## src/rtl/uart_tx_arb.sv

```systemverilog
// Round-robin arbiter/sequencer sharing one UART transmitter among NREQ byte
// sources. Grants a requester, captures its byte, strobes the tx write port and
// holds the byte until the transmitter's empty flag returns high, then rotates.
module uart_tx_arb #(
    parameter int unsigned NREQ       = 4,
    parameter int unsigned WIDTH_DATA = 8,
    parameter int unsigned TO_CYCLES  = 0
) (
    input  logic                       i_clk,
    input  logic                       i_nrst,
    input  logic [NREQ-1:0]            i_req,
    input  logic [NREQ*WIDTH_DATA-1:0] i_data,
    output logic [NREQ-1:0]            o_ack,
    output logic                       o_we,
    output logic [WIDTH_DATA-1:0]      o_data,
    input  logic                       i_mty,
    output logic [$clog2(NREQ)-1:0]    o_gid,
    output logic                       o_busy,
    output logic                       o_err
);

    localparam int unsigned GidW    = $clog2(NREQ);
    localparam int unsigned IdxW    = GidW + 1;
    localparam int unsigned CntW    = (TO_CYCLES > 0) ? $clog2(TO_CYCLES + 1) : 1;
    localparam int unsigned CntLast = (TO_CYCLES > 0) ? TO_CYCLES - 1 : 0;
    localparam logic [GidW-1:0] GidMax = GidW'(NREQ - 1);

    typedef enum logic [1:0] {
        StIdle,
        StLoad,
        StWaitLo,
        StWaitHi
    } state_e;

    state_e                state_q, state_d;
    logic [GidW-1:0]       ptr_q, ptr_d;
    logic [GidW-1:0]       gid_q, gid_d;
    logic [WIDTH_DATA-1:0] data_q, data_d;
    logic [NREQ-1:0]       ack_q, ack_d;
    logic                  we_q, we_d;
    logic                  err_q, err_d;
    logic                  busy_q, busy_d;
    logic [CntW-1:0]       cnt_q, cnt_d;

    logic                  pick_found;
    logic [GidW-1:0]       pick_idx;
    logic [IdxW-1:0]       cand;
    logic [WIDTH_DATA-1:0] pick_byte;
    logic [GidW-1:0]       gid_inc;
    logic [CntW-1:0]       cnt_inc;
    logic                  wd_expire;

    // Rotating search: first asserted request starting at ptr, wrapping mod NREQ.
    always_comb begin
        pick_found = 1'b0;
        pick_idx   = '0;
        cand       = '0;
        for (int k = 0; k < int'(NREQ); k++) begin
            cand = {1'b0, ptr_q} + IdxW'(k);
            if (cand >= IdxW'(NREQ)) begin
                cand = cand - IdxW'(NREQ);
            end
            if (!pick_found && i_req[cand[GidW-1:0]]) begin
                pick_found = 1'b1;
                pick_idx   = cand[GidW-1:0];
            end
        end
    end

    assign pick_byte = i_data[int'(pick_idx) * int'(WIDTH_DATA) +: WIDTH_DATA];

    // Priority after a transfer moves to the source just past the one served.
    assign gid_inc = (gid_q == GidMax) ? '0 : gid_q + GidW'(1);

    // Watchdog counter saturates so a disabled or long wait never wraps.
    assign cnt_inc   = (cnt_q == {CntW{1'b1}}) ? cnt_q : cnt_q + CntW'(1);
    assign wd_expire = (TO_CYCLES != 0) && (cnt_q == CntW'(CntLast));

    // Next-state and registered-output decode; pulses default low every cycle.
    always_comb begin
        state_d = state_q;
        ptr_d   = ptr_q;
        gid_d   = gid_q;
        data_d  = data_q;
        cnt_d   = cnt_q;
        ack_d   = '0;
        we_d    = 1'b0;
        err_d   = 1'b0;
        unique case (state_q)
            StIdle: begin
                if (i_mty && pick_found) begin
                    state_d = StLoad;
                    gid_d   = pick_idx;
                    data_d  = pick_byte;
                    ack_d   = NREQ'(1) << pick_idx;
                    we_d    = 1'b1;
                end
            end
            StLoad: begin
                state_d = StWaitLo;
                cnt_d   = '0;
            end
            StWaitLo: begin
                // Empty flag dropping means the tx has latched our strobe.
                if (!i_mty) begin
                    state_d = StWaitHi;
                    cnt_d   = '0;
                end else if (wd_expire) begin
                    state_d = StIdle;
                    ptr_d   = gid_inc;
                    err_d   = 1'b1;
                end else begin
                    cnt_d = cnt_inc;
                end
            end
            StWaitHi: begin
                // Empty flag rising means the byte moved into the shifter.
                if (i_mty) begin
                    state_d = StIdle;
                    ptr_d   = gid_inc;
                end else if (wd_expire) begin
                    state_d = StIdle;
                    ptr_d   = gid_inc;
                    err_d   = 1'b1;
                end else begin
                    cnt_d = cnt_inc;
                end
            end
            default: begin
                state_d = StIdle;
            end
        endcase
        busy_d = (state_d != StIdle);
    end

    // State and output registers; reset abandons any byte in flight.
    always_ff @(posedge i_clk or negedge i_nrst) begin
        if (!i_nrst) begin
            state_q <= StIdle;
            ptr_q   <= '0;
            gid_q   <= '0;
            data_q  <= '1;
            ack_q   <= '0;
            we_q    <= 1'b0;
            err_q   <= 1'b0;
            busy_q  <= 1'b0;
            cnt_q   <= '0;
        end else begin
            state_q <= state_d;
            ptr_q   <= ptr_d;
            gid_q   <= gid_d;
            data_q  <= data_d;
            ack_q   <= ack_d;
            we_q    <= we_d;
            err_q   <= err_d;
            busy_q  <= busy_d;
            cnt_q   <= cnt_d;
        end
    end

    assign o_ack  = ack_q;
    assign o_we   = we_q;
    assign o_data = data_q;
    assign o_gid  = gid_q;
    assign o_busy = busy_q;
    assign o_err  = err_q;

endmodule

```

## config.mk

```make
export PLATFORM = sky130hd
export DESIGN_NAME = uart_tx_arb
export DESIGN_NICKNAME = d
export VERILOG_FILES = /design/src/rtl/uart_tx_arb.sv
export SDC_FILE = /design/constraint.sdc
export NUM_CORES = 1
export LEC_CHECK = 0
export CELL_PAD_IN_SITES_DETAIL_PLACEMENT = 1
export CELL_PAD_IN_SITES_GLOBAL_PLACEMENT = 2
export CORE_MARGIN = 3
export CORE_UTILIZATION = 24
export CTS_BUF_LIST = sky130_fd_sc_hd__clkbuf_8
export CTS_CLUSTER_SIZE = 8
export DETAILED_ROUTE_END_ITERATION = 7
export PLACE_DENSITY_LB_ADDON = 0.1
export SKIP_LAST_GASP = 1
export SLEW_MARGIN = 15
export SYNTH_ARGS = -nofsm -noshare
export SYNTH_HDL_FRONTEND = slang
export SYNTH_SLANG_ARGS = --single-unit
```

## constraint.sdc

```tcl
create_clock -name i_clk -period 2 [get_ports i_clk]
set_clock_uncertainty 0.2 [all_clocks]
set_input_delay 0.2 -clock i_clk [delete_from_list [all_inputs] [get_ports i_clk]]
set_output_delay 0.2 -clock i_clk [all_outputs]
set_load 0.005 [all_outputs]
```

==> results.md <==
Run status:
- The run finished with clean final reports.

Yosys:
- In the synthesized netlist, the number of instances is slightly above 100.
- The Yosys step of the flow raised 0 warnings.
- The adder and majority cell fraction of the synthesized area is 0.0112.
- The synthesized netlist contains 33 unique library cells.
- The largest family of logic cells by synthesized area is compound AO/OA/AOI/OAI gates.
- The post-synthesis simple-gate area fraction is 0.168.
- The fraction of the mapped netlist area in compound gates was 0.177.
- The post-synthesis cell area is 1120 µm².
- The register bit count reported by yosys is 20.
- The synthesized area divided by synthesized cell count is roughly 11 µm².
- The XOR/XNOR share of the synthesized area is 0.
- The net count after synthesis is approximately 140.
- For this run, the register share of the synthesized area comes to 0.457.
- Measured against the total synthesized area, the mux share comes to 0.127.

Floorplanning:
- The horizontal extent of the die is 74.2 µm.
- The region available for standard cell placement spans approximately 4400 µm².
- 56 I/O pins were placed.
- For this configuration, the core starts out at a cell density of 0.253.
- The floorplan step defined a die boundary enclosing about 5500 µm².
- In this run the core area contains 24 standard-cell rows.
- In this run the vertical extent of the chip is 74.2 µm.

Placed design:
- Counting tap cells, the placed design contains a total of 212 instances.
- After legalization and detailed placement, the total HPWL measured 2.71 mm.
- Summing all placed instances gives a cell area of ~1800 µm².
- The routability-driven placement congestion ratio is 0.668.
- The count of input and output buffers is 54.
- The placement-stage worst setup slack is -0.149 ns.

Flow run:
- The tool flagged a number of max-cap violations equal to 0.

Route:
- The overall routed net length is 3.36 mm.
- The detailed router's first-iteration violation count is 23.
- The DRC violation count after routing is 0.
- The first detailed-routing pass ran for 4 iterations.
- The routed length per instance is 15.6 µm.
- Once detail routing completed, the nets flagged for antenna violations numbered 0.
- The total number of vias is 1018.
- The ratio of routed vias to standard cells is 4.71.

Global route:
- The largest net degree at the start of global routing is 21.
- The via count of the first global-routing pass is 1222.
- The global-route total usage across every layer is 0.135.
- The first global-routing pass estimated roughly 5.6 mm of wire.
- The initial antenna violation count is 0.
- The aggregate global routing overflow is 0.

Clock tree:
- The count of H-tree levels built during CTS is 1.
- The sink count of the clock tree is 20.
- For this design, the CTS-stage hold fixing added 0 buffers.
- The clock transition at the registers of the reported paths is 0.08 ns.
- Once the clock tree was built, the setup fixing pass inserted 0 buffers.
- The later-pin clock latency in the skew report is ~0.26 ns.
- The worst-case clock buffer depth is 2.
- TritonCTS created 3 clock buffers.
- After clock tree synthesis, the repair step resized 0 gates.
- In this run the clock root is driven by a sky130_fd_sc_hd__clkbuf_8.
- The CTS tree is yes.

Setup path:
- In this design, the stage delay of the slowest critical-path cell is 0.46 ns.
- In this run the critical register-to-register path is launched from ptr_q[1].
- The slowest stage of the critical path is the sky130_fd_sc_hd__dfrtp_2 cell.
- Together, buffers and inverters on the worst path number 1.
- Counting stages on the worst path, the most repeated cell is sky130_fd_sc_hd__mux2i_1.
- The worst setup path is launched from a register.
- The largest fanout on the critical path is 17.
- Setup slack on the worst reg-to-reg path comes out at 0.13 ns.
- STA puts the critical path data required time at between 1.5 and 2 ns.
- The startpoint of the most critical setup path is ptr_q[1].
- STA puts the critical path data arrival time at 1.84 ns.
- The capturing element type of the critical path is a register.
- The setup path with the least slack is of type register to register.
- The critical path goes through mux2i_1, o2bb2ai_2, or2_1, buf_12, mux2i_1, a211oi_1.
- On the critical path the largest part of the delay comes from flip-flops.

Timing:
- The share of the cycle needed by the critical path after routing is 0.936.
- Based on the critical path, the design can be clocked at up to around 530 MHz.
- The final critical-path required period is 1.87 ns.
- The final number of hold-violating endpoints is 0.
- The post-route setup TNS is 0 ns.
- Setup violations remaining at the end of the flow were counted as 0.
- The tightest hold path in the finished design has a slack of a little over 0.08 ns.
- The number of slew-limit violations in the final report is 0.
- Setup repair after global routing left no endpoint under its margin.
- Once routing completed, OpenROAD measured the worst setup slack at 0.127 ns.

Finish:
- In the final layout, the share of cells above drive strength 1 is 0.207.
- After routing the design area is about 1800 µm².
- The number of nets at the end of the flow is 205.
- The library cell used most frequently in the layout, excluding fill and tap cells, is sky130_fd_sc_hd__clkdlybuf4s50_1.
- At the end of the flow the core is filled with cells to 0.411.
- Fill cells in the final layout number roughly 500.
- The total inserted antenna cells is 0.
- The count of non-filler cells in the finished layout is approximately 220.
- Relative to the synthesized area, the layout overhead comes to 62.4%.
- The library cells used most frequently in the layout, excluding fill and tap cells, are sky130_fd_sc_hd__clkdlybuf4s50_1, sky130_fd_sc_hd__mux2i_1, sky130_fd_sc_hd__nand2_1, sky130_fd_sc_hd__dfrtp_1.

Power:
- Summed over all cells, the static leakage comes to slightly below 0.8 nW.
- Of the total power, combinational logic draws 0.467.
- The sequential fraction of design power is 0.373.
- For this design the total switching power over the nets is 0.653 mW.
- VDD sags by at most 442 µV.
- The internal power of the cells totals 1.33 mW.
- The relative contribution of the clock network to total power is 0.159.
- The total power after layout is 1.98 mW.
- The share of total power consumed by net switching is 0.330.
- The power density of the placed cells is 1090 nW/µm².

Min path:
- The kind of path behind the tightest hold check is primary input to asynchronous set/reset pin.
-- power groups by stage --
stage / logic [mW] / clock network (mW) / registers, mW
3_5_place_dp: 0.942 / 0 / 0.743
6_report: 0.926 / 0.316 / 0.739
2_1_floorplan: 0.481 / 0 / 0.722
3_3_place_gp: 0.915 / 0 / 0.735
5_1_grt: 1.03 / 0.344 / 0.770
4_1_cts: 0.943 / 0.327 / 0.742
-- flip-flops by register name (all words and copies together), names as in the netlist --
signal   flops
o_gid        2
o_busy       1
o_ack        4
ptr_q        2
o_we         1
o_data       8
state_q      2
-- worst reg2reg max path: stages (launching register included) --
cell	delay (ns)
sky130_fd_sc_hd__dfrtp_2	0.46
sky130_fd_sc_hd__mux2i_1	0.16
sky130_fd_sc_hd__o2bb2ai_2	0.14
sky130_fd_sc_hd__or2_1	0.26
sky130_fd_sc_hd__buf_12	0.17
sky130_fd_sc_hd__mux2i_1	0.14
sky130_fd_sc_hd__a211oi_1	0.25
-- kinds of logic (layout without fill, tap and decap cells) --
kind of cell               count (synthesis)  after routing
DFF                                       20             20
and+or+nand+nor                           36             36
adders and majority gates                  1              1
AOI/OAI and AO/OA                         22             22
other                                      1              1
muxes                                     14             14
buffers and inverters                      8             70
-- cells in the mapped netlist --
master / number / share of area
sky130_fd_sc_hd__a211oi_2: 4 / 0.045
sky130_fd_sc_hd__and3b_1: 1 / 0.0078
sky130_fd_sc_hd__a211oi_1: 4 / 0.027
sky130_fd_sc_hd__o221ai_1: 4 / 0.031
sky130_fd_sc_hd__conb_1: 1 / 0.0034
sky130_fd_sc_hd__o211a_1: 1 / 0.0090
sky130_fd_sc_hd__ha_1: 1 / 0.011
sky130_fd_sc_hd__mux2i_1: 13 / 0.12
sky130_fd_sc_hd__dfstp_2: 8 / 0.19
sky130_fd_sc_hd__nor3b_1: 4 / 0.027
sky130_fd_sc_hd__dfrtp_1: 12 / 0.27
sky130_fd_sc_hd__buf_6: 1 / 0.010
sky130_fd_sc_hd__o2bb2ai_2: 1 / 0.013
sky130_fd_sc_hd__buf_2: 1 / 0.0045
sky130_fd_sc_hd__o31ai_1: 1 / 0.0067
sky130_fd_sc_hd__mux2_2: 1 / 0.010
sky130_fd_sc_hd__buf_4: 2 / 0.013
sky130_fd_sc_hd__o311ai_2: 1 / 0.015
sky130_fd_sc_hd__inv_1: 2 / 0.0067
sky130_fd_sc_hd__a21oi_1: 2 / 0.0090
sky130_fd_sc_hd__inv_2: 1 / 0.0034
sky130_fd_sc_hd__o21ai_0: 1 / 0.0045
sky130_fd_sc_hd__a21oi_2: 1 / 0.0078
sky130_fd_sc_hd__nand3_2: 1 / 0.0090
sky130_fd_sc_hd__buf_12: 1 / 0.018
sky130_fd_sc_hd__and2_1: 1 / 0.0056
sky130_fd_sc_hd__nand3_1: 1 / 0.0045
sky130_fd_sc_hd__nand2b_1: 4 / 0.022
sky130_fd_sc_hd__o21ai_1: 2 / 0.0090
sky130_fd_sc_hd__or2_1: 3 / 0.017
sky130_fd_sc_hd__nor2_1: 8 / 0.027
sky130_fd_sc_hd__nand2_1: 11 / 0.037
sky130_fd_sc_hd__nor2b_1: 2 / 0.011
-- worst paths after layout --
path / end / cells past startpoint
setup / recovery: o_data[6] / 6
hold / removal: o_we / 2
setup reg to reg: o_data[6] / 6
hold reg to reg: o_data[0] / 2
max in group asynchronous: o_data[4] / 2
min in group i_clk: o_data[0] / 2
-- routing by layer --
metal,share of wire,routed length (µm),GRT usage
met2,0.49,1660,0.227
met1,0.42,1420,0.165
met3,0.064,216,0.0351
met4,0.018,61,0.0543
met5,0,0,0
-- final cells by class --
cell class                 count  area, µm²  share of cell area
clock buffer                   4       55.1              0.0304
inverter                       3       11.3             0.00621
multi-input combinational     74        548               0.302
sequential                    20        513               0.283
tap                           52       65.1              0.0359
timing repair buffer          63        621               0.342
Power figures use the tool's default switching activity.
